==> src/rtl/qeciphy_tx_framer.sv <==
// TX framer: inserts FAW / CRC-16 words into the user stream on boundary strobes, idle-fills otherwise.
// Optional macro QECIPHY_TX_FRAMER_CRC_ERR_INJ_EN adds crc_err_inj_i for CRC error injection.
module qeciphy_tx_framer #(
  parameter int                DATA_W    = 64,
  parameter logic [DATA_W-1:0] FAW_WORD  = 64'hF628_F628_F628_F628,
  parameter logic [DATA_W-1:0] IDLE_WORD = 64'h0707_0707_0707_0707,
  parameter logic [7:0]        CRC_TAG   = 8'hC3
) (
  input  logic              clk_i,
  input  logic              rst_n_i,
  input  logic              faw_boundary_i,
  input  logic              crc_boundary_i,
  input  logic [DATA_W-1:0] s_tdata_i,
  input  logic              s_tvalid_i,
  output logic              s_tready_o,
  output logic [DATA_W-1:0] tx_data_o,
  output logic [1:0]        tx_type_o,
  output logic [15:0]       frame_count_o,
  output logic              locked_o
`ifdef QECIPHY_TX_FRAMER_CRC_ERR_INJ_EN
  ,
  input  logic              crc_err_inj_i
`endif
);

  typedef enum logic {ST_SYNC, ST_RUN} state_t;
  typedef enum logic [1:0] {
    TY_DATA = 2'b00,
    TY_IDLE = 2'b01,
    TY_FAW  = 2'b10,
    TY_CRC  = 2'b11
  } type_t;

  state_t            r_state;
  type_t             r_type;
  logic [DATA_W-1:0] r_data;
  logic [15:0]       r_crc;
  logic [15:0]       r_frame_cnt;
  logic              r_locked;

  logic              w_run;
  logic              w_faw_sel;
  logic              w_crc_sel;
  logic              w_data_sel;
  logic [15:0]       w_crc16;
  logic [15:0]       w_crc_next;
  logic [DATA_W-1:0] w_word;
  type_t             w_type;

  // CRC-16/0x1021, whole word per cycle, MSB first
  function automatic logic [15:0] crc16_word(input logic [15:0] crc_in,
                                             input logic [DATA_W-1:0] d_in);
    logic [15:0]       c;
    logic [DATA_W-1:0] d;
    logic              fb;
    c = crc_in;
    d = d_in;
    for (int unsigned i = 0; i < DATA_W; i++) begin
      fb = c[15] ^ d[DATA_W-1];
      c  = {c[14:0], 1'b0};
      if (fb) c = c ^ 16'h1021;
      d  = d << 1;
    end
    return c;
  endfunction

  assign w_run      = (r_state == ST_RUN);
  assign s_tready_o = w_run && !faw_boundary_i && !crc_boundary_i;
  assign w_faw_sel  = faw_boundary_i;
  assign w_crc_sel  = !faw_boundary_i && crc_boundary_i && w_run;
  assign w_data_sel = s_tready_o && s_tvalid_i;

`ifdef QECIPHY_TX_FRAMER_CRC_ERR_INJ_EN
  logic r_inj_armed;

  assign w_crc16 = r_crc ^ {15'd0, r_inj_armed};

  // A pulse coinciding with a CRC word arms for the following one unless already armed.
  always_ff @(posedge clk_i or negedge rst_n_i) begin
    if (!rst_n_i) begin
      r_inj_armed <= 1'b0;
    end else if (w_crc_sel) begin
      r_inj_armed <= crc_err_inj_i && !r_inj_armed;
    end else begin
      r_inj_armed <= r_inj_armed || crc_err_inj_i;
    end
  end
`else
  assign w_crc16 = r_crc;
`endif

  always_comb begin
    w_word     = IDLE_WORD;
    w_type     = TY_IDLE;
    w_crc_next = r_crc;
    if (w_faw_sel) begin
      w_word     = FAW_WORD;
      w_type     = TY_FAW;
      w_crc_next = 16'hFFFF;
    end else if (w_crc_sel) begin
      w_word     = {CRC_TAG, {(DATA_W-24){1'b0}}, w_crc16};
      w_type     = TY_CRC;
      w_crc_next = 16'hFFFF;
    end else if (w_data_sel) begin
      w_word     = s_tdata_i;
      w_type     = TY_DATA;
      w_crc_next = crc16_word(r_crc, s_tdata_i);
    end else if (w_run) begin
      w_crc_next = crc16_word(r_crc, IDLE_WORD);
    end
  end

  always_ff @(posedge clk_i or negedge rst_n_i) begin
    if (!rst_n_i) begin
      r_state     <= ST_SYNC;
      r_type      <= TY_IDLE;
      r_data      <= IDLE_WORD;
      r_crc       <= 16'hFFFF;
      r_frame_cnt <= '0;
      r_locked    <= 1'b0;
    end else begin
      r_type <= w_type;
      r_data <= w_word;
      r_crc  <= w_crc_next;
      if (w_faw_sel) begin
        r_state     <= ST_RUN;
        r_frame_cnt <= r_frame_cnt + 16'd1;
        r_locked    <= 1'b1;
      end
    end
  end

  assign tx_data_o     = r_data;
  assign tx_type_o     = r_type;
  assign frame_count_o = r_frame_cnt;
  assign locked_o      = r_locked;

endmodule

==> config.mk <==
export PLATFORM = sky130hd
export DESIGN_NAME = qeciphy_tx_framer
export DESIGN_NICKNAME = d
export VERILOG_FILES = /design/src/rtl/qeciphy_tx_framer.sv
export SDC_FILE = /design/constraint.sdc
export NUM_CORES = 1
export LEC_CHECK = 0
export ABC_AREA = 1
export CELL_PAD_IN_SITES_DETAIL_PLACEMENT = 2
export CELL_PAD_IN_SITES_GLOBAL_PLACEMENT = 2
export CORE_ASPECT_RATIO = 1.1
export CORE_UTILIZATION = 33
export CTS_CLUSTER_SIZE = 25
export DETAILED_ROUTE_END_ITERATION = 10
export PLACE_DENSITY_LB_ADDON = 0.25
export SLEW_MARGIN = 15
export SYNTH_ARGS = -nofsm -noshare
export SYNTH_HDL_FRONTEND = slang
export SYNTH_SLANG_ARGS = --single-unit
export TNS_END_PERCENT = 10
==> constraint.sdc <==
create_clock -name clk_i -period 6.2 [get_ports clk_i]
set_input_delay 1.24 -clock clk_i [delete_from_list [all_inputs] [get_ports clk_i]]
set_output_delay 1.24 -clock clk_i [all_outputs]
set_load 0.02 [all_outputs]
==> results of run 1 <==
-- sequential cells by signal, indices dropped and copies added, names as in the netlist --
name and count:
locked_o 1, r_crc 16, tx_data_o 64, tx_type_o 2
frame_count_o 16
-- metrics by stage --
stage / instance area [um^2] / instances
2_1_floorplan: 10700 / 1690
3_3_place_gp: 12700 / 2245
3_5_place_dp: 12700 / 2245
4_1_cts: 13000 / 2261
5_1_grt: 13000 / 2261
6_report: 13000 / 2261
-- cells in the final DEF, fill, tap and decap left out, drive strengths merged, types with 10 or more instances in the layout --
cell type	netlist	final
nand2	786	786
nand3	285	285
inv	263	266
clkdlybuf4s50	0	151
nor2	59	59
dfrtp	58	58
xor2	55	55
dfstp	41	41
o21ai	36	36
xnor2	20	20
a21oi	13	13
nand3b	12	12
nand4	10	10
-- kinds of logic after synthesis --
| logic type | Yosys count | share of synthesized area [%] |
|---|---|---|
| AO/OA/AOI/OAI | 73 | 4.10 |
| XOR/XNOR | 75 | 6.74 |
| adder cells (fa/ha/maj) | 1 | 0.116 |
| buffers and inverters | 289 | 10.5 |
| flip-flops | 99 | 23.5 |
| AND/OR/NAND/NOR | 1153 | 55.0 |
-- metal layers --
layer / track usage [%] / share of wire, %
met4: 10.4 / 3.3
met5: 0 / 0
met1: 31.2 / 41
met3: 2.67 / 2.1
met2: 53.6 / 53
-- cell usage after synthesis, types with 3 or more instances --
master | count | area [um^2]
nand2_2 | 136 | 851
xnor2_1 | 18 | 158
buf_2 | 6 | 30.0
nand3_2 | 54 | 541
a21oi_1 | 10 | 50.1
xor2_1 | 48 | 420
nand3_4 | 7 | 123
nand3_1 | 224 | 1120
a31oi_1 | 3 | 18.8
o21ai_0 | 34 | 170
inv_2 | 37 | 139
o211ai_1 | 3 | 22.5
nand2_1 | 591 | 2220
inv_4 | 3 | 18.8
buf_4 | 4 | 30.0
nand3b_1 | 12 | 90.1
nand2_4 | 59 | 664
dfrtp_1 | 58 | 1450
o22ai_1 | 6 | 37.5
nor2_1 | 56 | 210
nand4_1 | 10 | 62.6
inv_1 | 223 | 837
dfstp_2 | 41 | 1080
clkbuf_1 | 10 | 37.5
xor2_2 | 7 | 114
nor2_2 | 3 | 18.8
a21oi_2 | 3 | 26.3
o221ai_1 | 9 | 78.8
-- layout make-up --
type,instances,area (um^2),share of cell area (%)
inverter,265,1000,7.70
multi-input combinational,1302,7080,54.4
tap,420,526,4.04
clock buffer,9,225,1.73
clock inverter,7,80.1,0.615
timing repair buffer,159,1570,12.1
sequential,99,2530,19.4
-- worst max-delay path by stage --
stage	end	start	cells past startpoint
after detailed placement	r_crc[8]$_DFFE_PN1P_	s_tdata_i[60]	33
after global routing	r_crc[8]$_DFFE_PN1P_	s_tdata_i[60]	33
final	r_crc[8]$_DFFE_PN1P_	s_tdata_i[60]	33
after floorplan	r_crc[15]$_DFFE_PN1P_	s_tdata_i[62]	36
after CTS	r_crc[8]$_DFFE_PN1P_	s_tdata_i[60]	33
after global placement	r_crc[8]$_DFFE_PN1P_	s_tdata_i[62]	35
==> impl_metrics.csv, run 1 <==
group,metric,value,unit
run_status,status,"completed",
placed_design,gp_congestion,0.847,
sta,fin_skew,0.0162,ns
sta,clock.fmax,0.188,GHz
finish,syn_to_final_growth,21.2,%
sta,finalSetupTns,0,ns
floorplan,fp.dieArea,33300,um^2
global_route,grt_pass1_wl,71.4,mm
setup_path,cp_slowest_cell,"clkdlybuf4s50_1",
placed_design,portBuffers,152,
synthesis,ys.flop_type,"dfrtp_1",
sta,rsz0062_at_grt,"no",
sta,holdWs,0.486,ns
finish,drive_gt1_share,20.5,%
sta,setup_ws,0.871,ns
setup_path,cp_max_fo,6,
hold_path,hold_path_startpoint,"frame_count_o[15]$_DFFE_PN0P_",
clock_network,root_buffer,"clkbuf_16",
hold_path,hold_path.class,"reg -> reg",
placed_design,place_ws,0.635,ns
sta,fin_crit_sh,85.9,%
synthesis,synth_cell_types,38,
hold_path,min_path_cells,1,
synthesis,synth_area,10700,um^2
synthesis,synth-seq-cells,99,
synthesis,ys_warn_count,0,
sta,tightest_slew,0.845,ns
route,wl_per_cell,19.8,um
floorplan,rows,68,
setup_path,critPathLaunchType,"input port",
route,firstDrtPassIters,5,
global_route,grt_start_max_net_pins,52,
synthesis,synth_edf_count,0,
synthesis,postSynthCellCount,1690,
finish,antenna_cells,0,
setup_path,arrival,5.62,ns
route,ant_nets,0,
route,vias,11500,
global_route,grt_pass1_vias,13000,
setup_path,crit_family,"simple AND/OR/NAND/NOR gates",
placed_design,hpwl,37.0,mm
setup_path,critPathKind,"in -> reg",
global_route,grt_usage,27.7,%
global_route,antenna_found_initial,0,
sta,slew_headroom,43.6,%
clock_network,path_clk_slew,0.08,ns
floorplan,fp.dieH,191,um
synthesis,ys_seq_area_share,23.5,%
sta,post-route-min-period,5.33,ns
clock_network,cts_made_buffers,9,
clock_network,cts_hold_buf,0,
finish,fin_util,41.0,%
floorplan,coreArea,31700,um^2
setup_path,worstPathRequired,6.49,ns
sta,drv_slew,0,
finish,num-nets-final,1906,
global_route,overflow,0,
route,routed_wl,44.8,mm
setup_path,cp.buffers_inverters,4,
setup_path,r2r-end,"r_crc[8]$_DFFE_PN1P_",
setup_path,critPathCaptureType,"register",
sta,setup_viol,0,
clock_network,post-cts-setup-buffers,0,
setup_path,r2r_setup_slack,1.57,ns
synthesis,async_flop_share,100,%
floorplan,pin_count,153,
synthesis,avgSynthCellArea,6.36,um^2
sta,final_hold_viol_count,0,
clock_network,clkLatencyLatePin,0.39,ns
route,drt_iter0_drc,367,
finish,n_fill_cell,3946,
clock_network,cts_tree,"built",
clock_network,clkSinkCount,99,
job,maxCapViolCount,0,
setup_path,worstRegToRegCells,32,
setup_path,r2r_start,"r_crc[12]$_DFFE_PN1P_",
route,drt-vias-per-instance,5.10,
floorplan,dieWidth,174,um
floorplan,initial_core_util,33.9,%
clock_network,htree_num_levels,3,
clock_network,cts-resized-gates,0,
route,drc,0,
clock_network,cts_buffer_depth,2,
synthesis,synth_nets,1760,
hold_path,holdPathEnd,"frame_count_o[15]$_DFFE_PN0P_",
setup_path,cpPeakStageDelay,0.66,ns
Power of run 1 is not shown: default switching activity piles up to over one toggle a cycle in this logic, so the estimate is an artifact.
==> run 2: changes to the inputs <==
--- a/config.mk
+++ b/config.mk
@@ -6,6 +6,7 @@
 export NUM_CORES = 1
 export LEC_CHECK = 0
 export ABC_AREA = 1
+export CAP_MARGIN = 20
 export CELL_PAD_IN_SITES_DETAIL_PLACEMENT = 2
 export CELL_PAD_IN_SITES_GLOBAL_PLACEMENT = 2
 export CORE_ASPECT_RATIO = 1.1
==> results of run 2 <==
Same layout as run 1: the final DEF is identical, and so are final timing and power.
Power of run 2 is left out for the same reason.
